$ cat src/rtl/systolic_feeder.sv
// Purpose: feeds weight rows and row-skewed activation vectors into a ROWS x COLS systolic array.
// Latency: weight beat to north bus 1 cycle; activation lane r to west edge r+1 cycles.
// Backpressure: valid/ready on both inputs; ready comes only from the phase (LOAD or ARM/STREAM), never from the array.
module systolic_feeder #(
  parameter int ROWS = 4,
  parameter int COLS = 4,
  parameter int DW   = 16
) (
  input  logic                 clk,
  input  logic                 rst,
  input  logic                 start,
  input  logic [1:0]           cfg_mode,
  input  logic                 w_valid,
  output logic                 w_ready,
  input  logic [COLS*DW-1:0]   w_data,
  input  logic                 x_valid,
  output logic                 x_ready,
  input  logic [ROWS*DW-1:0]   x_data,
  input  logic                 x_last,
  output logic [COLS*DW-1:0]   col_weight,
  output logic [COLS-1:0]      col_accept_w,
  output logic [ROWS*DW-1:0]   row_input,
  output logic [ROWS-1:0]      row_valid,
  output logic [ROWS-1:0]      row_switch,
  output logic                 array_enable,
  output logic [1:0]           sys_mode,
  output logic                 busy,
  output logic                 done
);

  // Drain covers the longest delay line plus a full pass through the array.
  localparam int DRAIN_LEN = ROWS + COLS;
  localparam int WCW       = $clog2(ROWS + 1);
  localparam int DCW       = $clog2(DRAIN_LEN + 1);

  typedef enum logic [2:0] {
    S_IDLE,
    S_LOAD,
    S_ARM,
    S_STREAM,
    S_DRAIN
  } state_t;

  state_t         state;
  state_t         state_nxt;
  logic [WCW-1:0] w_cnt;
  logic [DCW-1:0] d_cnt;
  logic           w_acc;
  logic           x_acc;
  logic           switch_in;

  assign w_acc     = w_valid & w_ready;
  assign x_acc     = x_valid & x_ready;
  // Only the first vector after ARM tells the array to swap in the new weights.
  assign switch_in = x_acc & (state == S_ARM);

  // Next-state decode plus the phase-derived handshake and status outputs.
  always_comb begin
    state_nxt    = state;
    w_ready      = 1'b0;
    x_ready      = 1'b0;
    busy         = 1'b1;
    array_enable = 1'b1;
    unique case (state)
      S_IDLE: begin
        busy         = 1'b0;
        array_enable = 1'b0;
        if (start) state_nxt = S_LOAD;
      end
      S_LOAD: begin
        w_ready = 1'b1;
        if (w_valid && (w_cnt == WCW'(ROWS - 1))) state_nxt = S_ARM;
      end
      S_ARM: begin
        x_ready = 1'b1;
        if (x_valid) state_nxt = x_last ? S_DRAIN : S_STREAM;
      end
      S_STREAM: begin
        x_ready = 1'b1;
        if (x_valid && x_last) state_nxt = S_DRAIN;
      end
      S_DRAIN: begin
        if (d_cnt == DCW'(DRAIN_LEN - 1)) state_nxt = S_IDLE;
      end
      default: state_nxt = S_IDLE;
    endcase
  end

  // State, counters, latched mode, done pulse and the registered north weight bus.
  always_ff @(posedge clk) begin
    if (!rst) begin
      state        <= S_IDLE;
      w_cnt        <= '0;
      d_cnt        <= '0;
      sys_mode     <= 2'b00;
      done         <= 1'b0;
      col_weight   <= '0;
      col_accept_w <= '0;
    end else begin
      state        <= state_nxt;
      done         <= (state == S_DRAIN) && (state_nxt == S_IDLE);
      col_accept_w <= {COLS{w_acc}};
      col_weight   <= w_acc ? w_data : '0;
      if (state == S_IDLE && start) sys_mode <= cfg_mode;
      // Beat counter only runs in LOAD, so a new job always starts from zero.
      if (state != S_LOAD) w_cnt <= '0;
      else if (w_acc)      w_cnt <= w_cnt + 1'b1;
      if (state != S_DRAIN) d_cnt <= '0;
      else                  d_cnt <= d_cnt + 1'b1;
    end
  end

  // One skew line per row; row r is r+1 stages deep so the array sees a diagonal wavefront.
  for (genvar r = 0; r < ROWS; r++) begin : g_row
    logic [DW-1:0] dat_q [0:r];
    logic [r:0]    vld_q;
    logic [r:0]    sw_q;

    // Shift every cycle; cycles without an accepted vector push a zero bubble.
    always_ff @(posedge clk) begin
      if (!rst) begin
        for (int s = 0; s <= r; s++) dat_q[s] <= '0;
        vld_q <= '0;
        sw_q  <= '0;
      end else begin
        dat_q[0] <= x_acc ? x_data[r*DW +: DW] : '0;
        vld_q[0] <= x_acc;
        sw_q[0]  <= switch_in;
        for (int s = 1; s <= r; s++) begin
          dat_q[s] <= dat_q[s-1];
          vld_q[s] <= vld_q[s-1];
          sw_q[s]  <= sw_q[s-1];
        end
      end
    end

    assign row_input[r*DW +: DW] = dat_q[r];
    assign row_valid[r]          = vld_q[r];
    assign row_switch[r]         = sw_q[r];
  end

endmodule

$ cat config.mk
export PLATFORM = sky130hd
export DESIGN_NAME = systolic_feeder
export DESIGN_NICKNAME = d
export VERILOG_FILES = /design/src/rtl/systolic_feeder.sv
export SDC_FILE = /design/constraint.sdc
export NUM_CORES = 1
export LEC_CHECK = 0
export ABC_AREA = 1
export BUFFER_PORTS_ARGS = -buffer_cell sky130_fd_sc_hd__buf_2
export CORE_UTILIZATION = 54
export CTS_BUF_LIST = sky130_fd_sc_hd__clkbuf_8
export CTS_CLUSTER_DIAMETER = 40
export DETAILED_ROUTE_END_ITERATION = 16
export PLACE_DENSITY = 0.91
export SLEW_MARGIN = 20
export SYNTH_ARGS = -nofsm -noshare
export SYNTH_HDL_FRONTEND = slang
export SYNTH_SLANG_ARGS = --single-unit
$ cat constraint.sdc
create_clock -name clk -period 1.9 [get_ports clk]
set_input_delay 0.19 -clock clk [delete_from_list [all_inputs] [get_ports clk]]
set_output_delay 0.19 -clock clk [all_outputs]
set_load 0.01 [all_outputs]
==> results of run 1 <==
==> critical path: stages (launching register included) <==
cell and delay, ns:
dfxtp_1 0.36, nor2_1 0.30, nand4_1 0.18, dlygate4sd3_1 0.62
a21oi_1 0.14
==> synthesized netlist by cell type <==
| library cell | number | share of area [%] |
|---|---|---|
| a21oi_1 | 4 | 0.26 |
| buf_2 | 10 | 0.66 |
| buf_4 | 38 | 3.8 |
| buf_6 | 10 | 1.5 |
| clkbuf_1 | 6 | 0.30 |
| dfxtp_1 | 246 | 65 |
| ha_1 | 3 | 0.50 |
| inv_1 | 241 | 12 |
| inv_2 | 2 | 0.099 |
| nand2_1 | 117 | 5.8 |
| nand3_1 | 7 | 0.46 |
| nand3_4 | 1 | 0.23 |
| nand4_1 | 4 | 0.33 |
| nor2_1 | 101 | 5.0 |
| nor2_2 | 41 | 3.4 |
| nor2_4 | 1 | 0.15 |
| nor3_1 | 1 | 0.066 |
| nor3b_1 | 1 | 0.099 |
| o21a_1 | 1 | 0.099 |
| o21ai_0 | 3 | 0.20 |
| xnor2_1 | 1 | 0.12 |
==> final timing paths <==
| check | end | slack (ns) | cells after the start |
|---|---|---|---|
| worst max-delay path | sys_mode[0] | 0.23 | 4 |
| worst min-delay path | state[2] | 0.09 | 5 |
| worst max register to register | sys_mode[0] | 0.23 | 4 |
| worst min register to register | g_row[3].dat_q[2][9] | 0.40 | 2 |
==> cells in the final DEF, fill, tap and decap left out <==
master,count
nand3_2,1
a21oi_1,4
nand3_1,6
clkbuf_8,48
dlygate4sd3_1,134
nor2_4,1
ha_1,3
xnor2_1,1
buf_4,5
o21ai_0,3
inv_1,254
o21a_1,1
nor3_1,1
inv_2,2
nor2_2,41
buf_12,2
nand2_4,1
buf_2,281
clkinvlp_4,1
nor2_1,101
nand2_1,116
clkinv_2,1
nand3_4,1
clkinv_4,2
nor3b_1,1
diode_2,1
bufinv_16,1
nand4_1,4
dfxtp_1,246
==> final cells by class <==
type	count	area [um2]	area share, %
sequential	246	4920	45.0
timing repair buffer	422	2830	25.8
multi-input combinational	286	1280	11.7
inverter	243	912	8.34
clock buffer	48	661	6.04
tap	176	220	2.01
clock inverter	18	109	0.996
antenna	1	2.50	0.0229
==> state kept, by name, summed over array words and instances, names as in the netlist <==
signal,cells
g_row.dat_q,160
col_weight,64
d_cnt,4
g_row.sw_q,4
g_row.vld_q,4
state,3
w_cnt,3
sys_mode,2
col_accept_w,1
done,1
==> logic make-up after synthesis <==
| kind of cell | count (synthesis) | synth area share (%) |
|---|---|---|
| fa+ha+maj | 3 | 0.496 |
| buf+inv | 307 | 18.3 |
| compound gates | 8 | 0.562 |
| simple gates | 274 | 15.5 |
| flops | 246 | 65.0 |
| xor+xnor | 1 | 0.116 |
==> stage by stage <==
| step | instance area, um2 | power, mW | util, % | cells |
|---|---|---|---|---|
| 2_1_floorplan | 7570 | 5.50 | - | 839 |
| 3_3_place_gp | 8820 | 5.68 | 65.6 | 1239 |
| 3_5_place_dp | 8820 | 5.70 | 65.6 | 1239 |
| 4_1_cts | 10900 | 10.2 | 81.2 | 1439 |
| 5_1_grt | 10900 | 10.6 | 81.3 | 1440 |
| 6_report | 10900 | 10.2 | 81.3 | 1440 |
==> power groups by stage <==
| stage | sequential, mW | combinational [mW] | clock, mW |
|---|---|---|---|
| floorplan | 5.34 | 0.166 | 0 |
| global placement | 5.32 | 0.365 | 0 |
| detailed placement | 5.32 | 0.377 | 0 |
| CTS | 5.21 | 0.598 | 4.39 |
| global route | 5.21 | 0.684 | 4.72 |
| finish | 5.21 | 0.641 | 4.39 |
==> per-layer routing <==
layer | routed length, um | track usage (%) | share of wire, % | vias to the layer above
met5 | 0 | 0 | 0 | -
met4 | 1010 | 17.3 | 4.7 | 0
met3 | 1630 | 7.83 | 7.6 | 82
met2 | 11600 | 57.5 | 54 | 322
met1 | 7130 | 25.8 | 33 | 2913
li1 | - | - | - | 3070
==> impl_summary.log, run 1 <==
[metrics] clock latency reported for the late side of the worst-skew pair: 0.52 ns
[metrics] total detailed-routing wirelength: 21.4 mm
[metrics] Worst Setup Path Type: reg2reg
[metrics] post-placement worst setup slack: 0.516 ns
[metrics] worst hold start: x_last
[metrics] Net Sw Frac: between 20% and 30%
[metrics] number of DRC violations after detailed-routing iteration 0: between 300 and 400
[metrics] gr ovfl total: 0
[metrics] I/O pins: 283
[metrics] core region area: 0.0135 mm2
[metrics] static leakage: roughly 6.6 nW
[metrics] post-synthesis instance area: 0.00757 mm2
[metrics] Setup Viol. Count Final: 0
[metrics] maximum fanout along the worst path: 5
[metrics] Worst-Margin Slew: about 0.49 ns
[metrics] minimum period implied by the final worst setup slack: 1.67 ns
[metrics] Internal Pwr Total: 7.96 mW
[metrics] number of flip-flops and latches in the synthesized netlist: 246
[metrics] DP HPWL: roughly 10 mm
[metrics] setup clock skew after layout: roughly 0.016 ns
[metrics] relative contribution of the clock network to total power: 42.9%
[metrics] number of buffers created by CTS: 39
[metrics] placement row count: 42
[metrics] switching power summed over all nets: 2.28 mW
[metrics] Avg Cell Area, Syn: 9.03 um2
[metrics] Worst Slack Setup Final: 0.227 ns
[metrics] Chip Width: 120 um
[metrics] Hold WC Path Type: in2reg
[metrics] Comb power frac: 6.3%
[metrics] global-route wire length before repair: 32.2 mm
[metrics] clock tree from TritonCTS: done
[metrics] net count after synthesis: 978
[metrics] CTS clock-pin slew for the worst setup and hold paths: about 0.06 ns
[metrics] Max-slew headroom: 67.3%
[metrics] crit share post-route: 88.1%
[metrics] post-detailed-route count of antenna-violating nets: 0
[metrics] weighted congestion at the end of routability-driven global placement: around 0.82
[metrics] Yosys warnings: 0
[metrics] post-synthesis sequential area ratio: ~65%
[metrics] Worst EP required: 2.34 ns
[metrics] number of instances in the synthesized netlist: 839
[metrics] final max-slew violation count: 0
[metrics] Total Neg Setup Slack: 0 ns
[metrics] RSZ-0062 raised after global routing: no
[metrics] max_cap viols: 0
[metrics] residual DRC count: 0
[metrics] average vias per placed instance: 4.44
[metrics] number of global-route vias before repair: a little under 7000
[metrics] # hold bufs at CTS: ~130
[metrics] part of the power in registers: 50.9%
[metrics] total via count in the routed design: approximately 6400
[metrics] clock buffer depth: 3
[metrics] maximum number of pins on one net before global-route repair: 61
[metrics] number of distinct standard cells referenced by the synthesized netlist: 21
[metrics] CP endpoint kind: flip-flop
[metrics] Layout Nets: between 1000 and 1500
[metrics] maximum level of the CTS H-tree: 2
[metrics] worst reg2reg path startpoint: state[0]
[metrics] signal arrival time at the worst endpoint: about 2.1 ns
[metrics] signed area change from the synthesized netlist to the final layout: 44.4%
[metrics] Post-CTS Setup Inserts: 0
[metrics] worst hold slack: 0.0870 ns
[metrics] count of clock tree sinks: 246
[metrics] global-route total usage across every layer: 29.1%
[metrics] Die Ht: 120 um
[metrics] post-cts sizing count: 0
[metrics] Port Buffer Count: approximately 280
[metrics] nature of the critical path startpoint: flip-flop
[metrics] status: finished clean
[metrics] clock root cell: clkbuf_8
[metrics] antenna violations before repair: 1
[metrics] initial standard-cell utilization of the core: 56.3%
[metrics] filler instances: 681
[metrics] final count of hold timing violations: 0
[metrics] source of the critical timing path: state[0]
[metrics] die area: 0.0145 mm2
[metrics] first drt pass iteration count: 7
[metrics] fraction of layout cells with a size suffix above 1: 30.7%
[metrics] detailed-route wire length per cell: approximately 15 um
[metrics] maximum clock frequency: around 0.60 GHz
[metrics] peak supply drop: about 0.72 mV
[metrics] power density normalized to cell area: 937 mW/mm2
Note: power is estimated with default switching activity, not from simulation.
==> run 2: changes to the inputs <==
--- a/config.mk
+++ b/config.mk
@@ -12,6 +12,7 @@
 export CTS_CLUSTER_DIAMETER = 40
 export DETAILED_ROUTE_END_ITERATION = 16
 export PLACE_DENSITY = 0.91
+export SETUP_SLACK_MARGIN = 0.5
 export SLEW_MARGIN = 20
 export SYNTH_ARGS = -nofsm -noshare
 export SYNTH_HDL_FRONTEND = slang
==> run 2 against run 1 <==
  * Fmax rose by 18%
  * Wire length rose by 14%
  * Sequential share of layout area fell by 1.4 points
  * First-iteration DRC count rose by 22%
  * Sequential power barely moved
  * Via count rose by 4.7%
  * Setup slack improved by 0.26 ns
  * Flip-flop and latch count did not move
  * Non-clock buffer count rose by 17
  * Hold slack improved by 0.055 ns
  * Highest routed layer unchanged
  * Utilization rose by 2.7 points
  * Largest cell class unchanged
  * Combinational power rose by 13%
==> impl_summary.log, run 2 (synthesized netlist as in run 1, its figures left out) <==
[metrics] status: finished clean (unchanged)
[metrics] Net Sw Frac: 23.1% (was 22.2%)
[metrics] Die Ht: 120 um (unchanged)
[metrics] commonest cells after routing, fill and taps aside: buf_2, inv_1, dfxtp_1 (unchanged)
[metrics] count of clock tree sinks: 246 (unchanged)
[metrics] number of DRC violations after detailed-routing iteration 0: 411 (was 338)
[metrics] gr ovfl total: 0 (unchanged)
[metrics] signal arrival time at the worst endpoint: 1.22 ns (was 2.11 ns)
[metrics] global-route total usage across every layer: 30.1% (was 29.1%)
[metrics] setup clock skew after layout: 0.0159 ns (was 0.0160 ns)
[metrics] I/O pins: 283 (unchanged)
[metrics] RSZ-0062 raised after global routing: yes (was no)
[metrics] maximum number of pins on one net before global-route repair: 61 (unchanged)
[metrics] total detailed-routing wirelength: 24.4 mm (was 21.4 mm)
[metrics] number of buffers created by CTS: 39 (unchanged)
[metrics] Max-slew headroom: 74.9% (was 67.3%)
[metrics] global-route wire length before repair: 33.1 mm (was 32.2 mm)
[metrics] final count of hold timing violations: 0 (unchanged)
[metrics] relative contribution of the clock network to total power: 43.0% (was 42.9%)
[metrics] Setup Viol. Count Final: 0 (unchanged)
[metrics] post-placement worst setup slack: 0.516 ns (unchanged)
[metrics] Worst Slack Setup Final: 0.486 ns (was 0.227 ns)
[metrics] Worst Setup Path Type: reg2out (was reg2reg)
[metrics] Chip Width: 120 um (unchanged)
[metrics] maximum level of the CTS H-tree: 2 (unchanged)
[metrics] detailed-route wire length per cell: 16.8 um (was 14.9 um)
[metrics] peak supply drop: 0.729 mV (was 0.721 mV)
[metrics] Total Neg Setup Slack: 0 ns (unchanged)
[metrics] static leakage: 6.73 nW (was 6.58 nW)
[metrics] signed area change from the synthesized netlist to the final layout: 49.2% (was 44.4%)
[metrics] hold depth: 5 (unchanged)
[metrics] number of global-route vias before repair: 6869 (was 6806)
[metrics] power density normalized to cell area: 920 mW/mm2 (was 937 mW/mm2)
[metrics] max_cap viols: 0 (unchanged)
[metrics] maximum clock frequency: 0.707 GHz (was 0.598 GHz)
[metrics] placement row count: 42 (unchanged)
[metrics] part of the power in registers: 50.1% (was 50.9%)
[metrics] total via count in the routed design: 6684 (was 6387)
[metrics] switching power summed over all nets: 2.40 mW (was 2.28 mW)
[metrics] crit share post-route: 74.4% (was 88.1%)
[metrics] biggest registers after layout: g_row.dat_q x160, col_weight x64 (unchanged)
[metrics] residual DRC count: 0 (unchanged)
[metrics] maximum fanout along the worst path: 4 (was 5)
[metrics] antenna violations before repair: 2 (was 1)
[metrics] clock buffer depth: 3 (unchanged)
[metrics] minimum period implied by the final worst setup slack: 1.41 ns (was 1.67 ns)
[metrics] fraction of layout cells with a size suffix above 1: 33.0% (was 30.7%)
[metrics] Port Buffer Count: 282 (unchanged)
[metrics] most common cell after layout, fill and taps aside: buf_2 (unchanged)
[metrics] max reg flops: 160 (unchanged)
[metrics] Comb power frac: 7.0% (was 6.3%)
[metrics] initial standard-cell utilization of the core: 56.3% (unchanged)
[metrics] weighted congestion at the end of routability-driven global placement: 0.822 (unchanged)
[metrics] CTS clock-pin slew for the worst setup and hold paths: 0.06 ns (about the same)
[metrics] final max-slew violation count: 0 (unchanged)
[metrics] Internal Pwr Total: 8.00 mW (was 7.96 mW)
[metrics] Hold WC Path Type: in2reg (unchanged)
[metrics] clock latency reported for the late side of the worst-skew pair: 0.52 ns (about the same)
[metrics] worst reg2reg path depth: 8 (was 4)
[metrics] average vias per placed instance: 4.58 (was 4.44)
[metrics] clock tree from TritonCTS: done (unchanged)
[metrics] clock root cell: clkbuf_8 (unchanged)
[metrics] CP endpoint kind: primary output (was flip-flop)
[metrics] first drt pass iteration count: 8 (was 7)
[metrics] worst hold slack: 0.142 ns (was 0.0870 ns)
[metrics] register with the most flip-flops: g_row.dat_q (unchanged)
[metrics] core region area: 0.0135 mm2 (unchanged)
[metrics] post-detailed-route count of antenna-violating nets: 0 (unchanged)
[metrics] Layout Nets: 1395 (was 1377)
[metrics] nature of the critical path startpoint: flip-flop (unchanged)
[metrics] die area: 0.0145 mm2 (unchanged)
[metrics] Worst EP required: 1.71 ns (was 2.34 ns)
[metrics] register-to-register setup slack: 0.49 ns (was 0.23 ns)
[metrics] DP HPWL: 9.87 mm (unchanged)
[metrics] Worst-Margin Slew: 0.377 ns (was 0.490 ns)
==> run 2: what timing repair did <==
action | 4_1_cts | 5_1_grt
hold buffers | 133 | 0
pin swaps | 3 | 4
gates resized for setup | 13 | 26
endpoints found under the hold margin | 136 | 0
endpoints found under the setup margin | 6 | 88
setup buffers | 6 | 6
cloned | 0 | 7
==> run 2: worst max-delay path, stage by stage (launching register included) <==
cell and delay (ns):
dfxtp_4 0.37, nor2_4 0.13, nand2_2 0.07, buf_2 0.15
==> run 2: metrics by stage <==
| step | power (mW) | utilization, % | cell area, um2 | instances |
|---|---|---|---|---|
| 4_1_cts | 10.2 | 81.8 | 11000 | 1444 |
| 5_1_grt | 10.7 | 84.0 | 11300 | 1459 |
| 2_1_floorplan | 5.50 | - | 7570 | 839 |
| 3_5_place_dp | 5.70 | 65.6 | 8820 | 1239 |
| 6_report | 10.4 | 84.0 | 11300 | 1459 |
| 3_3_place_gp | 5.68 | 65.6 | 8820 | 1239 |
==> run 2: layer usage <==
layer | wire (um) | GRT usage [%] | vias to the layer above | part of all wire (%)
li1 | - | - | 3116 | -
met1 | 8050 | 26.6 | 3057 | 33
met2 | 13100 | 58.7 | 388 | 54
met3 | 1930 | 8.49 | 123 | 7.9
met4 | 1370 | 19.0 | 0 | 5.6
met5 | 0 | 0 | - | 0
==> run 2: path summary, 6_finish.rpt <==
path                              from                   end
setup / recovery              state[1]          array_enable
hold / removal                  x_last              state[2]
setup reg to reg              state[1]        col_weight[11]
hold reg to reg   g_row[3].dat_q[1][9]  g_row[3].dat_q[2][9]
==> run 2: power by group through the flow <==
stage / clock network (mW) / logic (mW) / registers, mW
3_3_place_gp: 0 / 0.365 / 5.32
4_1_cts: 4.39 / 0.607 / 5.21
3_5_place_dp: 0 / 0.377 / 5.32
6_report: 4.47 / 0.724 / 5.21
2_1_floorplan: 0 / 0.166 / 5.34
5_1_grt: 4.76 / 0.763 / 5.21
==> run 2: final cells by class <==
| type | instances | area [um2] |
|---|---|---|
| tap | 176 | 220 |
| multi-input combinational | 287 | 1380 |
| inverter | 243 | 922 |
| clock buffer | 48 | 661 |
| fill | 621 | 2160 |
| antenna | 2 | 5.00 |
| sequential | 246 | 4940 |
| clock inverter | 18 | 109 |
| timing repair buffer | 439 | 3070 |
